==> src/rtl/br_lite_local_if.sv <==
// rtl/br_lite_local_if.sv - BrLite PE-to-router local-port interface
// TX FIFO with req/ack injector gated by router busy, RX FIFO draining the router.
package br_lite_pkg;
  typedef logic [15:0] br_data_t;
endpackage

module br_lite_local_if
  import br_lite_pkg::*;
#(
  parameter int TX_DEPTH = 4,
  parameter int RX_DEPTH = 4
) (
  input  logic                      clk_i,
  input  logic                      rst_i,
  input  br_data_t                  pe_tx_data_i,
  input  logic                      pe_tx_valid_i,
  output logic                      pe_tx_ready_o,
  output br_data_t                  pe_rx_data_o,
  output logic                      pe_rx_valid_o,
  input  logic                      pe_rx_ready_i,
  output br_data_t                  noc_flit_o,
  output logic                      noc_req_o,
  input  logic                      noc_ack_i,
  input  br_data_t                  noc_flit_i,
  input  logic                      noc_req_i,
  output logic                      noc_ack_o,
  input  logic                      noc_busy_i,
  output logic [$clog2(TX_DEPTH):0] tx_level_o,
  output logic [$clog2(RX_DEPTH):0] rx_level_o
);

  localparam int TX_AW = $clog2(TX_DEPTH);
  localparam int RX_AW = $clog2(RX_DEPTH);

  typedef enum logic {IDLE, REQ} tx_state_t;

  br_data_t         tx_mem [TX_DEPTH];
  logic [TX_AW-1:0] tx_wr_ptr;
  logic [TX_AW-1:0] tx_rd_ptr;
  logic [TX_AW:0]   tx_level;
  logic [TX_AW:0]   tx_level_nxt;
  logic             tx_full;
  logic             tx_push;
  logic             tx_pop;
  tx_state_t        tx_state;
  logic             tx_req;

  br_data_t         rx_mem [RX_DEPTH];
  logic [RX_AW-1:0] rx_wr_ptr;
  logic [RX_AW-1:0] rx_rd_ptr;
  logic [RX_AW:0]   rx_level;
  logic             rx_full;
  logic             rx_push;
  logic             rx_pop;

  assign tx_full       = (tx_level == (TX_AW + 1)'(TX_DEPTH));
  assign pe_tx_ready_o = !tx_full && !rst_i;
  assign tx_push       = pe_tx_valid_i && pe_tx_ready_o;
  assign tx_pop        = tx_req && noc_ack_i;
  assign noc_flit_o    = tx_mem[tx_rd_ptr];
  assign noc_req_o     = tx_req;
  assign tx_level_o    = tx_level;

  always_comb begin
    tx_level_nxt = tx_level;
    if (tx_push && !tx_pop)
      tx_level_nxt = tx_level + (TX_AW + 1)'(1);
    else if (tx_pop && !tx_push)
      tx_level_nxt = tx_level - (TX_AW + 1)'(1);
  end

  always_ff @(posedge clk_i) begin
    if (tx_push)
      tx_mem[tx_wr_ptr] <= pe_tx_data_i;
  end

  always_ff @(posedge clk_i) begin
    if (rst_i) begin
      tx_wr_ptr <= '0;
      tx_rd_ptr <= '0;
      tx_level  <= '0;
    end else begin
      if (tx_push)
        tx_wr_ptr <= tx_wr_ptr + TX_AW'(1);
      if (tx_pop)
        tx_rd_ptr <= tx_rd_ptr + TX_AW'(1);
      tx_level <= tx_level_nxt;
    end
  end

  // Busy only gates the start of an injection; an outstanding req is held until ack.
  always_ff @(posedge clk_i) begin
    if (rst_i) begin
      tx_state <= IDLE;
      tx_req   <= 1'b0;
    end else begin
      case (tx_state)
        IDLE: begin
          if (tx_level != '0 && !noc_busy_i) begin
            tx_state <= REQ;
            tx_req   <= 1'b1;
          end
        end
        REQ: begin
          if (noc_ack_i && (tx_level_nxt == '0 || noc_busy_i)) begin
            tx_state <= IDLE;
            tx_req   <= 1'b0;
          end
        end
        default: begin
          tx_state <= IDLE;
          tx_req   <= 1'b0;
        end
      endcase
    end
  end

  assign rx_full       = (rx_level == (RX_AW + 1)'(RX_DEPTH));
  assign noc_ack_o     = !rx_full && !rst_i;
  assign rx_push       = noc_req_i && noc_ack_o;
  assign pe_rx_valid_o = (rx_level != '0);
  assign rx_pop        = pe_rx_valid_o && pe_rx_ready_i;
  assign pe_rx_data_o  = rx_mem[rx_rd_ptr];
  assign rx_level_o    = rx_level;

  always_ff @(posedge clk_i) begin
    if (rx_push)
      rx_mem[rx_wr_ptr] <= noc_flit_i;
  end

  always_ff @(posedge clk_i) begin
    if (rst_i) begin
      rx_wr_ptr <= '0;
      rx_rd_ptr <= '0;
      rx_level  <= '0;
    end else begin
      if (rx_push)
        rx_wr_ptr <= rx_wr_ptr + RX_AW'(1);
      if (rx_pop)
        rx_rd_ptr <= rx_rd_ptr + RX_AW'(1);
      if (rx_push && !rx_pop)
        rx_level <= rx_level + (RX_AW + 1)'(1);
      else if (rx_pop && !rx_push)
        rx_level <= rx_level - (RX_AW + 1)'(1);
    end
  end

endmodule
==> config.mk <==
export PLATFORM = sky130hd
export DESIGN_NAME = br_lite_local_if
export DESIGN_NICKNAME = d
export VERILOG_FILES = /design/src/rtl/br_lite_local_if.sv
export SDC_FILE = /design/constraint.sdc
export NUM_CORES = 1
export LEC_CHECK = 0
export CORE_MARGIN = 4
export CORE_UTILIZATION = 39
export DETAILED_ROUTE_END_ITERATION = 10
export GPL_TIMING_DRIVEN = 1
export PLACE_DENSITY_LB_ADDON = 0.15
export SLEW_MARGIN = 20
export SYNTH_ARGS = -nofsm -noshare
export SYNTH_HDL_FRONTEND = slang
export SYNTH_SLANG_ARGS = --single-unit
==> constraint.sdc <==
create_clock -name clk_i -period 2.4 [get_ports clk_i]
set_input_delay 0.72 -clock clk_i [delete_from_list [all_inputs] [get_ports clk_i]]
set_output_delay 0.72 -clock clk_i [all_outputs]
set_load 0.01 [all_outputs]
-- After elaboration in Yosys (flattened, before gate mapping)
Memory sizes are Yosys's and may differ from the RTL's. A register that Yosys moved wholly into a read port is not among the register bits.
Cells that the tools add are included.
- flip-flop bits (word level): 16
- memory bits (writable): 128
- input bits: 39
- output and inout bits: 42
- word-level logic and storage cells: 67
- memories kept: 2
- memories (name ; depth ; width ; read ports ; clocked after Yosys merged registers in ; write ports ; RTL line ; RTL):
    rx_mem ; 4 ; 16 ; 1 ; 1 ; 1 ; 48 ; br_data_t rx_mem [RX_DEPTH];
    tx_mem ; 4 ; 16 ; 1 ; 1 ; 1 ; 37 ; br_data_t tx_mem [TX_DEPTH];
- add/sub/neg operators: 8
- eq/ne operators: 4
- multiplexer cells: 18
- bitwise gates (word level): 1
- reductions and logical operators: 26
- operators with widths (operator ; number):
    logical AND 1 bit ; 12
    two-way mux 3 bit ; 4
    adder 2 x 1 -> 2 bit (second input constant) ; 4
    zero test 1 bit ; 8
    two-way mux 1 bit ; 8
    two-way mux 2 bit ; 4
    adder 3 x 1 -> 3 bit (second input constant) ; 2
    equality test 3 bit (second input constant) ; 2
    nonzero test 3 bit ; 2
    subtractor 3 x 1 -> 3 bit (second input constant) ; 2
    one-hot mux 1 bit (2 select lines) ; 2
    zero test 3 bit ; 1
    inequality test 2 x 1 -> 1 bit (second input constant) ; 1
    inequality test 2 bit (second input constant) ; 1
    AND reduction 2 bit ; 1
    nonzero test 2 bit ; 1
    logical OR 1 bit ; 1
    inverter 1 bit ; 1

-- Logic depth before layout (Yosys ltp)
- depth in word-level cells: 13
- gate-level depth with buffers: 10
- gate-level depth less buffers: 9

-- Worst setup path before layout
No wires, ideal clock.
- path kind: input to register
- start: input port rst_i
- end: register rx_level[2] (netlist: rx_level_o[2])
- library setup time: 70 ps
- arrival time: 2673 ps
- data required time: 2330 ps
- path slack: -343 ps
- cell stages on the path: 10
- path buffers: 2
- cell sequence: buf_2 > a21oi_1 > and2_1 > buf_2 > ha_1 > inv_1 > fa_1 > xor2_1 > or3_1 > a21oi_1
- cells in the longest elaborated chain, start to end: 6
- elaborated cells on any way between the ends: 8
- classes of those cells: mux: 1; reduce/logical: 7
- RTL lines (item ; RTL line ; RTL):
    start, declared ; 14 ; input logic rst_i,
    zero test 1 bit (*) ; 119 ; assign noc_ack_o = !rx_full && !rst_i;
    logical AND 1 bit (*) ; 119 ;
    via noc_ack_o ; 26 ; output logic noc_ack_o,
    logical AND 1 bit (*) ; 120 ; assign rx_push = noc_req_i && noc_ack_o;
    via rx_push ; 53 ; logic rx_push;
    zero test 1 bit ; 143 ; else if (rx_pop && !rx_push)
    logical AND 1 bit ; 143 ;
    nonzero test 2 bit (no source line) ; - ;
    end signal, assigned ; 142 ; rx_level <= rx_level + (RX_AW + 1)'(1);
    end signal, assigned ; 144 ; rx_level <= rx_level - (RX_AW + 1)'(1);
    end, declared ; 51 ; logic [RX_AW:0] rx_level;
Mark *: on every way through the listed nets, which the timed path passes. The rest lies on a longest branch.
A chain may end at the register's enable or synchronous reset.

==> key figures <==
STA
  – Clk_skew: 5.91 ps
  – Total negative slack: -235 ps
  – Fin worst setup slack: -27.3 ps
  – Period utilization: 1.01
  – Slew of the pin with the lowest slew margin: 273 ps
  – Final Hold Fails: 0
  – Endpoints failing setup: 17
  – Relative slew slack: 0.818
  – Highest clock rate: 412 MHz
  – RSZ-0062 raised after global routing: yes
  – Max Slew Vio Count: 0
  – Hold Slack: 535 ps
  – Post-route minimum period: 2430 ps

GRT
  – GRT Residual Overflow: 0
  – Initial antenna violation count: 0
  – Largest net degree at the start of global routing: 17
  – First-pass GRT wire length: 17100 um
  – Vias in the first global route: 3269
  – All-Layer GR Usage: 0.140

Clock network
  – CTS tree: done
  – Clock transition at path regs: 60 ps
  – Level count of the clock H-tree: 4
  – Clock Path Buffers: 2
  – Worst skew pair latency: 410 ps
  – Sink Count: 148
  – Clk root buf: clkbuf_16
  – Cts bufs inserted: 17
  – Post-CTS Hold Buffers: 0

Detailed routing
  – Initial DRC count: 219
  – Vias: 3049
  – Post-DRT Antenna Nets: 0
  – Total wire length: 10600 um
  – Vias per cell: 4.88
  – DRT Pass-1 Iters: 4
  – Remaining DRCs: 0
  – Routed len/inst: 17.0 um

Final layout
  – Nets: 480
  – Fin util: 0.545
  – Final Cell Area: 7890 sq um
  – Finished Layout Cells: 625
  – Area growth syn-to-layout: 37.5%
  – Antenna Cells: 0
  – Fraction of layout cells with a size suffix above 1: 0.356

Pwr
  – Pwr Density: 901 nW/um^2
  – IR drop worst, VDD: 0.441 mV
  – Static Leak: 2.76 nW

Synthesis
  – Synth Area in Compound Gates: 0.0229
  – Syn Inst Count: 297
  – Simple-gate share of the synthesized area: 0.0443
  – Post-synthesis mux area share: 0.127
  – Register bit total from synthesis: 148
  – Post-synth cell types: 35
  – Sequential area share after synthesis: 0.740
  – Post-synth top flop: edfxtp_1
  – Ys Warns: 0
  – XOR/XNOR share of the synthesized area: 0.0168
  – Async S/R FF share, synth: 0
  – Synth Area per Inst: 19.3 sq um
  – Post-synthesis net count: 349
  – Most frequent cell after synthesis: edfxtp_1
  – Largest family of logic cells by synthesized area: multiplexers
  – Synth Area in Adders: 0.0297
  – Synth top area share: 0.670
  – Number of flops mapped to enable cells by yosys: 128
  – Top cell type by total area after synthesis: edfxtp_1
  – Area contributors post-synth: edfxtp_1, mux4_2, dfxtp_1
  – Synth Cell Area: 5730 sq um
  – Synth top cells by count: edfxtp_1, mux4_2, dfxtp_1, nor2_1, ha_1

Setup path
  – Worst stage delay on the critical path: 510 ps
  – Slowest cell on crit path: mux4_2
  – Critical path cell sequence: buf_12, buf_8, mux4_2, buf_6
  – Critical Path End Type: output pin
  – Critical Path Start Type: flip-flop
  – CP max FO: 7
  – Req. time, crit path: 1680 ps
  – WP data arrival: 1710 ps
  – Crit path kind: reg -> out

Worst hold path
  – Hold Path Class: reg -> reg

Floorplan
  – Core area: 14500 sq um
  – Initial Util: 0.396
  – Die height: 129 um
  – Area of the die: 16700 sq um
  – Die X: 129 um
  – FP Rows: 44
  – I/O pins: 81

Placed design
  – Dpl cell area: 7070 sq um
  – Placed Instances: 573
  – HPWL after DPL: 6460 um
  – Buffers on Ports: 80
  – Final GP Congestion: 0.752

Run status
  – Failing checks: negative setup slack
  – Status: finished, violations left

Flow run
  – Max-Cap Viols: 0
-- final cells by class --
| class | instances | area, sq um |
|---|---|---|
| Fill cell | 1167 | 6590 |
| Sequential cell | 148 | 4250 |
| Multi-Input combinational cell | 126 | 1410 |
| Timing Repair Buffer | 127 | 1380 |
| Clock buffer | 25 | 515 |
| Tap cell | 184 | 230 |
| Clock inverter | 7 | 65.1 |
| Inverter | 8 | 30.0 |
-- worst paths after layout --
check / start / endpoint / slack (ps) / cells past startpoint
worst max-delay path: flip-flop / noc_flit_o[5] / -30 / 4
worst min-delay path: tx_rd_ptr[1]$_SDFFE_PP0P_ / flip-flop / 540 / 2
worst max register to register: rx_level_o[0]$_SDFFE_PP0P_ / rx_level_o[2]$_SDFFE_PP0P_ / 310 / 8
worst min register to register: tx_rd_ptr[1]$_SDFFE_PP0P_ / flip-flop / 540 / 2
-- metrics by stage --
step           total power, mW  setup WS, ps
2_1_floorplan             3.77          2.07
3_3_place_gp              4.43          -306
3_5_place_dp              4.44          -361
4_1_cts                   7.11         -73.5
5_1_grt                   7.45         -92.8
6_report                  7.11         -27.3
-- critical path: cells and delay by family (launching register included) --
kind	cells	cell delay (ps)
flops	1	400
mux	1	510
buf+inv	3	380
-- where the power goes --
part / switching [mW] / internal [mW] / leakage, nW
Clock: 0.949 / 1.59 / 0.295
Combinational: 0.605 / 0.912 / 1.14
Sequential: 0.0951 / 2.96 / 1.33
Total: 1.65 / 5.46 / 2.76
-- layer usage --
metal / global-route usage / wire length, um / vias up
met4: 0.0630 / 143 / 0
met1: 0.184 / 4720 / 1532
met3: 0.0412 / 488 / 13
met2: 0.216 / 5270 / 70
met5: 0 / 0 / -
li1: - / - / 1434
-- layout by cell type, fill, tap and decap left out, drive strengths merged, types with 2 or more instances in the layout --
master         synthesis  layout
a211o                  2       2
and3                   8       8
clkinv                 0       2
dlygate4sd2            0       4
or3                    2       2
nand2                 10      10
clkdlybuf4s50          0      44
inv                    8      12
nand3                  6       6
mux4                  32      32
xor2                   6       6
and2                   2       2
buf                   13      78
o31ai                  2       2
ha                    12      12
nand2b                 2       2
nand4                  2       2
dfxtp                 20      20
xnor2                  5       5
clkbuf                 2      26
edfxtp               128     128
nor2                  15      15
o21ai                  4       4
a21oi                  9       9
-- state kept, by name (all words and copies together) (netlist names), named ones only --
register,flops
noc_req_o,1
rx_level_o,3
rx_mem,64
rx_rd_ptr,2
rx_wr_ptr,2
tx_level_o,3
tx_mem,64
tx_rd_ptr,2
tx_state,1
tx_wr_ptr,2
-- timing repair --
| action | 4_1_cts | 5_1_grt |
|---|---|---|
| cloned | 2 | 0 |
| setup endpoints to repair | 35 | 18 |
| buffers inserted | 14 | 4 |
| resized for setup | 150 | 23 |
-- kinds of logic (layout without fill, tap and decap cells) --
kind of cell | Yosys count | in the layout
muxes | 33 | 33
DFF | 148 | 148
xor gates and xnor gates | 11 | 11
buffers and inverters | 23 | 167
adders and majority gates | 13 | 13
and+or+nand+nor | 49 | 49
AOI/OAI and AO/OA | 20 | 20
Note: power is estimated with default switching activity, not from simulation.
